File: config.mk
export PLATFORM = sky130hd
export DESIGN_NAME = bp_me_axi_burst_gen
export DESIGN_NICKNAME = d
export VERILOG_FILES = /design/src/rtl/bp_me_axi_pkg.sv /design/src/rtl/bp_me_axi_beat_calc.sv /design/src/rtl/bp_me_axi_burst_gen.sv
export SDC_FILE = /design/constraint.sdc
export NUM_CORES = 1
export LEC_CHECK = 0
export BUFFER_PORTS_ARGS = -buffer_cell sky130_fd_sc_hd__clkbuf_2
export CAP_MARGIN = 20
export CELL_PAD_IN_SITES_DETAIL_PLACEMENT = 0
export CELL_PAD_IN_SITES_GLOBAL_PLACEMENT = 1
export CORE_MARGIN = 2
export CORE_UTILIZATION = 39
export CTS_BUF_LIST = sky130_fd_sc_hd__clkbuf_4 sky130_fd_sc_hd__clkbuf_8 sky130_fd_sc_hd__clkbuf_16
export CTS_CLUSTER_DIAMETER = 150
export CTS_CLUSTER_SIZE = 40
export DETAILED_ROUTE_END_ITERATION = 12
export GPL_TIMING_DRIVEN = 0
export PLACE_DENSITY = 0.76
export SYNTH_ARGS = -nofsm -noshare
export SYNTH_HDL_FRONTEND = slang
export SYNTH_SLANG_ARGS = --single-unit
File: constraint.sdc
create_clock -name clk_i -period 28.6 [get_ports clk_i]
set_input_delay 4.29 -clock clk_i [delete_from_list [all_inputs] [get_ports clk_i]]
set_output_delay 4.29 -clock clk_i [all_outputs]
set_load 0.02 [all_outputs]
File: src/rtl/bp_me_axi_pkg.sv
// Shared types for the AXI burst expander.
// Descriptor fields are sized for the widest supported configuration.
package bp_me_axi_pkg;

  localparam int lg_axi_4k_lp = 12;
  localparam int axi_max_addr_width_lp = 64;
  localparam int axi_max_id_width_lp = 16;

  typedef enum logic [1:0] {
    e_fixed = 2'd0,
    e_incr  = 2'd1,
    e_wrap  = 2'd2,
    e_rsvd  = 2'd3
  } axi_burst_e;

  typedef struct packed {
    logic [axi_max_id_width_lp-1:0]   id;
    logic [axi_max_addr_width_lp-1:0] addr;
    axi_burst_e                       burst;
    logic [7:0]                       len;
    logic [2:0]                       size;
  } bp_axi_desc_s;

endpackage

File: src/rtl/bp_me_axi_beat_calc.sv
// Per-beat address step, byte-lane mask and legality check.
// Purely combinational; illegal bursts step like INCR with no lanes.
module bp_me_axi_beat_calc
  import bp_me_axi_pkg::*;
#(
  parameter int axi_addr_width_p = 64,
  parameter int axi_data_width_p = 64
) (
  input  bp_axi_desc_s                  i_desc,
  input  logic [axi_addr_width_p-1:0]   i_addr,
  output logic [axi_addr_width_p-1:0]   o_next_addr,
  output logic [axi_data_width_p/8-1:0] o_mask,
  output logic                          o_err
);

  localparam int aw_lp = axi_addr_width_p;
  localparam int b_lp = axi_data_width_p / 8;
  localparam int lg_b_lp = $clog2(b_lp);

  logic [aw_lp-1:0] w_base;
  logic [aw_lp-1:0] w_nb;
  logic [aw_lp-1:0] w_al;
  logic [aw_lp-1:0] w_base_al;
  logic [aw_lp-1:0] w_dt;
  logic [aw_lp-1:0] w_lo;
  logic [aw_lp-1:0] w_inc;
  logic [aw_lp-1:0] w_span_end;
  logic [aw_lp-1:0] w_lane_lo;
  logic [aw_lp-1:0] w_lane_hi;
  logic             w_len_ok;
  logic             w_err;
  logic             w_unused_bits;

  assign w_base = i_desc.addr[aw_lp-1:0];
  assign w_nb = aw_lp'(1) << i_desc.size;
  assign w_al = (i_addr >> i_desc.size) << i_desc.size;
  assign w_base_al = (w_base >> i_desc.size) << i_desc.size;
  assign w_dt = (aw_lp'(i_desc.len) + aw_lp'(1)) << i_desc.size;
  assign w_lo = w_base & ~(w_dt - aw_lp'(1));
  assign w_inc = w_al + w_nb;
  assign w_span_end = w_base_al + (aw_lp'(i_desc.len) << i_desc.size);
  assign w_lane_lo = i_addr & aw_lp'(b_lp - 1);
  assign w_lane_hi = (w_inc - aw_lp'(1)) & aw_lp'(b_lp - 1);
  assign w_unused_bits = ^{i_desc.id, i_desc.addr};

  assign w_len_ok = (i_desc.len == 8'd1) || (i_desc.len == 8'd3)
                 || (i_desc.len == 8'd7) || (i_desc.len == 8'd15);

  // Legality: oversized beats, reserved burst, bad WRAP, long FIXED, 4KB cross.
  always_comb begin
    w_err = 1'b0;
    if (i_desc.size > 3'(lg_b_lp)) w_err = 1'b1;
    unique case (i_desc.burst)
      e_rsvd:  w_err = 1'b1;
      e_wrap:  if (!w_len_ok || ((w_base & (w_nb - aw_lp'(1))) != '0))
                 w_err = 1'b1;
      e_fixed: if (i_desc.len > 8'd15) w_err = 1'b1;
      e_incr:  if ((w_base_al >> lg_axi_4k_lp) != (w_span_end >> lg_axi_4k_lp))
                 w_err = 1'b1;
      default: ;
    endcase
  end

  // Next beat address by burst type.
  always_comb begin
    o_next_addr = w_inc;
    if (!w_err) begin
      unique case (i_desc.burst)
        e_fixed: o_next_addr = w_base;
        e_wrap:  if (w_inc >= (w_lo + w_dt)) o_next_addr = w_lo;
        default: ;
      endcase
    end
  end

  // Active lanes from the current address to the end of its aligned beat.
  always_comb begin
    o_mask = '0;
    for (int i = 0; i < b_lp; i++) begin
      o_mask[i] = !w_err && (aw_lp'(i) >= w_lane_lo) && (aw_lp'(i) <= w_lane_hi);
    end
  end

  assign o_err = w_err;

endmodule

File: src/rtl/bp_me_axi_burst_gen.sv
// AXI burst expander: descriptor queue plus per-beat record generator.
// Beat 0 reads the head address directly so back-to-back bursts need no load cycle.
module bp_me_axi_burst_gen
  import bp_me_axi_pkg::*;
#(
  parameter int axi_addr_width_p = 64,
  parameter int axi_data_width_p = 64,
  parameter int axi_id_width_p   = 6,
  parameter int els_p            = 2
) (
  input  logic                          clk_i,
  input  logic                          reset_i,
  input  logic                          v_i,
  output logic                          ready_and_o,
  input  logic [axi_id_width_p-1:0]     axid_i,
  input  logic [axi_addr_width_p-1:0]   axaddr_i,
  input  logic [1:0]                    axburst_i,
  input  logic [7:0]                    axlen_i,
  input  logic [2:0]                    axsize_i,
  output logic                          v_o,
  input  logic                          yumi_i,
  output logic [axi_id_width_p-1:0]     id_o,
  output logic [axi_addr_width_p-1:0]   addr_o,
  output logic [axi_data_width_p/8-1:0] mask_o,
  output logic [2:0]                    size_o,
  output logic [7:0]                    len_o,
  output logic [7:0]                    beat_o,
  output logic                          first_o,
  output logic                          last_o,
  output logic                          err_o
);

  localparam int ptr_w_lp = (els_p > 1) ? $clog2(els_p) : 1;
  localparam int cnt_w_lp = $clog2(els_p + 1);

  typedef enum logic {e_idle, e_busy} state_e;

  state_e                      r_state;
  state_e                      w_state_nxt;
  bp_axi_desc_s                r_mem [els_p];
  logic [ptr_w_lp-1:0]         r_wptr;
  logic [ptr_w_lp-1:0]         r_rptr;
  logic [cnt_w_lp-1:0]         r_cnt;
  logic [7:0]                  r_beat;
  logic [axi_addr_width_p-1:0] r_addr;

  bp_axi_desc_s                w_in;
  bp_axi_desc_s                w_head;
  logic [axi_addr_width_p-1:0] w_addr;
  logic [axi_addr_width_p-1:0] w_next;
  logic                        w_enq;
  logic                        w_take;
  logic                        w_last;
  logic                        w_deq;

  assign w_in = '{id:    axi_max_id_width_lp'(axid_i),
                  addr:  axi_max_addr_width_lp'(axaddr_i),
                  burst: axi_burst_e'(axburst_i),
                  len:   axlen_i,
                  size:  axsize_i};

  assign w_head = r_mem[r_rptr];
  assign ready_and_o = (r_cnt != cnt_w_lp'(els_p));
  assign v_o = (r_state == e_busy);
  assign w_enq = v_i & ready_and_o;
  assign w_take = yumi_i & v_o;
  assign w_last = (r_beat == w_head.len);
  assign w_deq = w_take & w_last;
  assign w_addr = (r_beat == 8'd0) ? w_head.addr[axi_addr_width_p-1:0] : r_addr;

  bp_me_axi_beat_calc #(
    .axi_addr_width_p(axi_addr_width_p),
    .axi_data_width_p(axi_data_width_p)
  ) u_calc (
    .i_desc     (w_head),
    .i_addr     (w_addr),
    .o_next_addr(w_next),
    .o_mask     (mask_o),
    .o_err      (err_o)
  );

  // Busy while a head descriptor exists; idle when the last one drains.
  always_comb begin
    w_state_nxt = r_state;
    unique case (r_state)
      e_idle: if (w_enq) w_state_nxt = e_busy;
      e_busy: if (w_deq && !w_enq && (r_cnt == cnt_w_lp'(1)))
                w_state_nxt = e_idle;
      default: w_state_nxt = e_idle;
    endcase
  end

  // State register.
  always_ff @(posedge clk_i) begin
    if (reset_i) r_state <= e_idle;
    else         r_state <= w_state_nxt;
  end

  // Queue pointers and occupancy.
  always_ff @(posedge clk_i) begin
    if (reset_i) begin
      r_wptr <= '0;
      r_rptr <= '0;
      r_cnt  <= '0;
    end else begin
      if (w_enq)
        r_wptr <= (r_wptr == ptr_w_lp'(els_p - 1)) ? '0 : r_wptr + ptr_w_lp'(1);
      if (w_deq)
        r_rptr <= (r_rptr == ptr_w_lp'(els_p - 1)) ? '0 : r_rptr + ptr_w_lp'(1);
      if (w_enq && !w_deq)      r_cnt <= r_cnt + cnt_w_lp'(1);
      else if (!w_enq && w_deq) r_cnt <= r_cnt - cnt_w_lp'(1);
    end
  end

  // Queue storage.
  always_ff @(posedge clk_i) begin
    if (w_enq) r_mem[r_wptr] <= w_in;
  end

  // Beat counter and running address advance on each consumed beat.
  always_ff @(posedge clk_i) begin
    if (reset_i) begin
      r_beat <= '0;
    end else if (w_take) begin
      r_beat <= w_last ? 8'd0 : r_beat + 8'd1;
      r_addr <= w_next;
    end
  end

  assign id_o    = w_head.id[axi_id_width_p-1:0];
  assign addr_o  = w_addr;
  assign size_o  = w_head.size;
  assign len_o   = w_head.len;
  assign beat_o  = r_beat;
  assign first_o = (r_beat == 8'd0);
  assign last_o  = w_last;

endmodule

Word-level counts from Yosys, hierarchy flattened
Memories as Yosys holds them, arrays and structs flattened. A register that Yosys moved wholly into a read port is not among the register bits.
Index checks and enable logic that the tools add are counted.
{ "totals": {"ff_bits": 77, "mem_bits_rw": 166, "inputBits": 87, "out_inout_bits": 102, "memories": 1} }
{ "classes": {"addsub": 12, "order_cmp": 19, "n_eq_ne": 11, "n_shift": 7, "mux": 20, "bitwise_logic": 8, "n_reduce_logical": 32} }
{ "mem_list": {"columns": ["name", "depth", "width", "rd", "rd_clocked_by_memory_dff", "write_ports", "line", "rtl"], "rows": [
  ["r_mem", 2, 83, 1, 1, 1, "bp_me_axi_burst_gen.sv:40", "bp_axi_desc_s r_mem [els_p];"]
]} }
{ "ops": {"columns": ["op", "count"], "rows": [
  ["64-bit adder", 3],
  ["64-bit 2-to-1 mux", 3],
  ["64-bit by 3-bit left shift with 64-bit output", 3],
  ["64-bit bitwise AND", 2],
  ["64-bit one-hot mux with 2 select lines", 1],
  ["64-bit by 3-bit >> shifter with 64-bit output", 2],
  ["64-bit by 1-bit subtractor with 64-bit output, second input constant", 2],
  ["64-bit >= comparator", 1],
  ["64-bit inverter", 1],
  ["64-bit nonzero test", 1],
  ["1-bit by 3-bit left shift with 64-bit output, first input constant", 1],
  ["8-bit by 3-bit left shift with 64-bit output", 1],
  ["52-bit inequality test", 1],
  ["1-bit logical AND", 19],
  ["3-bit >= comparator, first input constant", 4],
  ["3-bit <= comparator, first input constant", 4],
  ["1-bit 2-to-1 mux", 11],
  ["8-bit by 1-bit adder with 9-bit output, second input constant", 1],
  ["8-bit by 1-bit adder with 8-bit output, second input constant", 1],
  ["8-bit by 1-bit == test with 1-bit output, second input constant", 1],
  ["8-bit by 2-bit == test with 1-bit output, second input constant", 1],
  ["8-bit by 3-bit == test with 1-bit output, second input constant", 1],
  ["8-bit by 4-bit == test with 1-bit output, second input constant", 1],
  ["8-bit == test", 1],
  ["other kinds (25)", 42]
]} }

Depth between registers and ports, before layout
{ "logic_depth": {"ltp_word": 11, "depth_mapped": 53} }

Cells and area by module
Synthesis repeated with hierarchy kept, for this count alone.
{ "unflattened": {"cells_unflattened": 1870, "area_unflattened_um2": 18883.1} }
{ "modules_own_cells": {"columns": ["mod", "n_inst", "cells_per_inst", "area_each_um2", "seq_area_each_um2"], "rows": [
  ["bp_me_axi_burst_gen", 1, 506, 9659.3, 7186.9],
  ["bp_me_axi_beat_calc", 1, 1364, 9223.8, 0.0]
]} }

Worst setup path before layout
OpenSTA, ideal clock, no wires.
{ "synth_timing": {"kind": "flip-flop to flip-flop", "startpoint": "register r_beat[0], in the netlist beat_o[0]", "endpoint": "register r_addr[54] (data pin)", "setup_ps": 277, "arrival_time_ps": 10152, "required_time_ps": 28323, "setup_slack_ps": 18172, "path_stages_with_launch": 54, "path_buffers": 11, "period_less_slack_ps": 10428, "cell_sequence": "dfxtp_1 -> inv_1 -> ha_1 -> nor4b_1 -> nand2_1 -> clkbuf_1 -> clkbuf_1 -> clkbuf_1 -> buf_2 -> buf_2 -> buf_1 -> clkbuf_1 -> a21oi_1 -> inv_1 -> nand2_1 -> o21ai_0 -> mux2i_1 -> nor2_1 -> [... 18 more ...] -> or4_4 -> xnor2_2 -> inv_1 -> ha_1 -> a21o_1 -> a21o_1 -> a21oi_1 -> nor2b_1 -> o21ai_0 -> o211ai_1 -> o211ai_1 -> o211a_1 -> clkbuf_1 -> nand2b_1 -> nor2_1 -> o21bai_1 -> clkbuf_1 -> o22ai_1"} }
{ "synth_via": {"elab_chain_len": 9} }
{ "synth_rtl": {"columns": ["item", "line", "rtl"], "rows": [
  ["start, declared", "bp_me_axi_burst_gen.sv:44", "logic [7:0] r_beat;"],
  ["start signal, assigned", "bp_me_axi_burst_gen.sv:125", "r_beat <= w_last ? 8'd0 : r_beat + 8'd1;"],
  ["8-bit zero test (*)", "bp_me_axi_burst_gen.sv:69", "assign w_addr = (r_beat == 8'd0) ? w_head.addr[axi_addr_width_p-1:0] : r_addr;"],
  ["64-bit 2-to-1 mux (*)", "bp_me_axi_burst_gen.sv:69", null],
  ["named net addr_o[5]", "bp_me_axi_burst_gen.sv:23", "output logic [axi_addr_width_p-1:0] addr_o,"],
  ["64-bit by 3-bit >> shifter with 64-bit output (*)", "bp_me_axi_beat_calc.sv:36", "assign w_al = (i_addr >> i_desc.size) << i_desc.size;"],
  ["64-bit by 3-bit left shift with 64-bit output (*)", "bp_me_axi_beat_calc.sv:36", null],
  ["64-bit adder (*)", "bp_me_axi_beat_calc.sv:40", "assign w_inc = w_al + w_nb;"],
  ["64-bit >= comparator", "bp_me_axi_beat_calc.sv:70", "e_wrap: if (w_inc >= (w_lo + w_dt)) o_next_addr = w_lo;"],
  ["64-bit 2-to-1 mux", "bp_me_axi_beat_calc.sv:70", null],
  ["64-bit one-hot mux with 2 select lines", "bp_me_axi_beat_calc.sv:68", "unique case (i_desc.burst)"],
  ["64-bit 2-to-1 mux (*)", "bp_me_axi_beat_calc.sv:67", "if (!w_err) begin"],
  ["named net u_calc.o_next_addr[54]", "bp_me_axi_beat_calc.sv:11", "output logic [axi_addr_width_p-1:0] o_next_addr,"],
  ["end signal, assigned", "bp_me_axi_burst_gen.sv:126", "r_addr <= w_next;"],
  ["end, declared", "bp_me_axi_burst_gen.sv:45", "logic [axi_addr_width_p-1:0] r_addr;"]
]} }
Mark *: on every way through the listed nets, which the timed path passes. The rest lies on a longest branch.
A chain may end at the register's enable or synchronous reset.

Final worst setup path
{ "layout_timing": {"startpoint": "register r_beat[0], in the netlist beat_o[0]", "endpoint": "register r_addr[57] (data pin)"} }
{ "layout_via": {"elab_chain_len": 9} }
{ "layout_rtl": {"columns": ["item", "line"], "rows": [
  ["8-bit zero test (*)", "bp_me_axi_burst_gen.sv:69"],
  ["64-bit 2-to-1 mux (*)", "bp_me_axi_burst_gen.sv:69"],
  ["64-bit by 3-bit >> shifter with 64-bit output (*)", "bp_me_axi_beat_calc.sv:36"],
  ["64-bit by 3-bit left shift with 64-bit output (*)", "bp_me_axi_beat_calc.sv:36"],
  ["64-bit adder (*)", "bp_me_axi_beat_calc.sv:40"],
  ["64-bit >= comparator", "bp_me_axi_beat_calc.sv:70"],
  ["64-bit 2-to-1 mux", "bp_me_axi_beat_calc.sv:70"],
  ["64-bit one-hot mux with 2 select lines", "bp_me_axi_beat_calc.sv:68"],
  ["64-bit 2-to-1 mux (*)", "bp_me_axi_beat_calc.sv:67"],
  ["named net u_calc.o_next_addr[57]", "bp_me_axi_beat_calc.sv:11"]
]} }
Marked as above.

==> metrics.txt <==
Worst Setup End Kind register; hold_ws 505 ps; Fmax achieved 69.2 MHz; CTS tree done; crit path to r_addr[57]; Starting Density 0.393; synthesized area 19600 µm²; die width 228 µm; synth warn 0; sequential power share 0.374; nets 2532; Yosys reg bits 244; storage element area 7190 µm²; dpl ws 14250 ps; RSZ-0062 raised after global routing no; GRT Overall Usage 0.272; # setup viols final 0; H-Tree Depth 1; Reg2Reg Depth 51; Design Power 1180 µW; hold crit path type reg2reg; total congestion overflow 0; Reg2Reg Setup Slack 14150 ps; Clock power frac 0.163; Async S/R FF share, synth 0; total CTS buffers 10; Comb power frac 0.463; CTS max path bufs 3; Crit Path Max Fanout 10; syn_nets 2324; area of the multi-input gates 11300 µm²; synth-to-layout area growth 11.7%; drt pass-1 iters 6; Critical Path Start Type register; clock slew seen by the registers of the worst setup and hold paths 160 ps; FF-to-FF End r_addr[57]; Fill cells 4977; register area share after synthesis 0.367; clk root buf clkbuf_16; final hold viol count 0; Power Internal 685 µW; crit share post-route 0.505; worst-case clock skew 62.3 ps; final WL 73.5 mm; antenna viol nets, final 0; number of setup buffers added after CTS 0; status complete, no violations; synthesized instance count 2125; Remaining DRCs 0; leakage 0.00845 µW; Critical Path Source beat_o[0]; Worst-Skew Late Latency 540 ps; Final GP Congestion 0.955; Iter 0 DRT Violations 2262; share of post-route cells with drive strength above 1 0.155; Die H 228 µm; DP HPWL 58.9 mm; initial antenna violation count 0; vias in the first global route 17000; IO Pins 189; most common cell after layout, fill and taps aside edfxtp_1; measured slew at the worst slew-check pin 1330 ps; first-pass GRT wire length 108 mm; pin count of the biggest net entering global routing 57; Final WS setup 14150 ps; Slew Limit Fails 0; CTS sink count 244; vias per inst 5.95; most frequent cells in the layout edfxtp_1, nor2_1, clkbuf_2; row count 82; worst r2r src beat_o[0]; total core area 49900 µm²; Net Sw Power 493 µW; Max-Slew Margin vs Limit 0.111; Net Sw Frac 0.418; I/O Buffers 187; slowest stage delay, CP 800 ps; Crit Path Class reg2reg; leading area contributor after synthesis edfxtp_1; Req. time, crit path 28860 ps; Antenna diodes 0; Yosys cell types 110; CTS Hold Bufs 0; Avg Synthesized Cell Area 9.22 µm²; synth top area cells edfxtp_1, ha_1, xnor2_1, mux2i_1, nor2_1; post-CTS resize count 0; total number of vias 17900; Power per Cell Area 53.8 nW/µm²; Primary FF master, synth edfxtp_1; setup TNS 0 ps; Yosys top cell area share 0.352; post-layout min period 14450 ps; Critical-path top delay cell clkbuf_1; maximum VDD drop 0.0374 mV; Post-synth EDFFs 230; Routed WL per cell 24.4 µm; Worst EP arrival 14710 ps; Die ar. 52100 µm²; max-cap violation count 0
## sequential cells by signal, indices dropped and copies added (netlist names), named ones only
| name | count |
|---|---|
| r_rptr | 1 |
| v_o | 1 |
| r_cnt | 2 |
| r_mem | 166 |
| beat_o | 8 |
| r_addr | 64 |
| r_wptr | 1 |
## metrics by stage
stage | std cells | area, µm² | utilization
2_1_floorplan | 2125 | 19600 | -
3_3_place_gp | 2984 | 21400 | 0.429
3_5_place_dp | 2991 | 21500 | 0.432
4_1_cts | 3005 | 21900 | 0.439
5_1_grt | 3007 | 21900 | 0.439
6_report | 3007 | 21900 | 0.439
## layer usage
| layer | vias to the layer above | track usage | routed length [µm] | share of wire |
|---|---|---|---|---|
| met4 | 0 | 0.0617 | 1460 | 0.020 |
| met3 | 93 | 0.0445 | 6680 | 0.091 |
| met5 | - | 0 | 0 | 0 |
| li1 | 8232 | - | - | - |
| met1 | 8731 | 0.413 | 34300 | 0.47 |
| met2 | 829 | 0.404 | 31000 | 0.42 |
## worst min path at each step
stage / start / slack, ps / end / depth (start not counted)
2_1_floorplan: r_cnt[1] / 460 / r_cnt[1] / 2
3_3_place_gp: r_cnt[1] / 470 / r_cnt[1] / 2
3_5_place_dp: r_cnt[1] / 480 / r_cnt[1] / 2
4_1_cts: r_cnt[1] / 510 / r_cnt[1] / 2
5_1_grt: r_cnt[1] / 540 / r_cnt[1] / 2
6_report: r_cnt[1] / 500 / r_cnt[1] / 2
## synthesized netlist by cell type, types with 17 or more instances
cell type and instances:
xor2_1 29, a21oi_1 145, nand4_1 37, nor2_1 202, nor4_1 24, o211ai_1 17
a21o_1 43, inv_1 154, mux2_2 28, a22oi_1 21, nor3_1 55, a31oi_1 19
xnor2_1 123, a211oi_1 21, o21ai_0 80, ha_1 111, o22ai_1 56, mux2i_1 85
nand2_1 170, edfxtp_1 230, nor2b_1 20, nand3_1 45, clkbuf_1 51, or3_1 24
## cell families (layout without fill, tap and decap cells)
kind of cell	count (synthesis)	count (layout)	synth area share
flip-flops	244	244	0.367
AO/OA/AOI/OAI	534	534	0.182
adder cells (fa/ha/maj)	112	112	0.0719
AND/OR/NAND/NOR	697	697	0.183
XOR/XNOR	153	153	0.0687
buffers and inverters	262	472	0.0584
multiplexers	123	123	0.0692
## layout make-up
type,count,share of cell area
clock inverters,2,0.00189
multi-input cells,1619,0.516
repair buffers,196,0.0504
inverters,163,0.0280
well taps,672,0.0384
clock buffers,12,0.0129
plain buffers,99,0.0244
flip-flops and latches,244,0.328
## power groups by stage
| stage | clock, µW | combinational [µW] | sequential (µW) |
|---|---|---|---|
| floorplan | 0 | 357 | 448 |
| global placement | 0 | 518 | 452 |
| detailed placement | 0 | 530 | 448 |
| CTS | 196 | 533 | 440 |
| global route | 207 | 589 | 443 |
| finish | 192 | 546 | 440 |
## worst max-delay path, delay by kind of cell (launching register included)
family | cells | cell delay [ps]
AO/OA/AOI/OAI | 18 | 3630
XOR/XNOR | 1 | 170
adder cells (fa/ha/maj) | 3 | 820
buffers and inverters | 14 | 4870
flip-flops | 1 | 510
multiplexers | 2 | 400
AND/OR/NAND/NOR | 13 | 3760
Note: power is estimated with default switching activity, not from simulation.
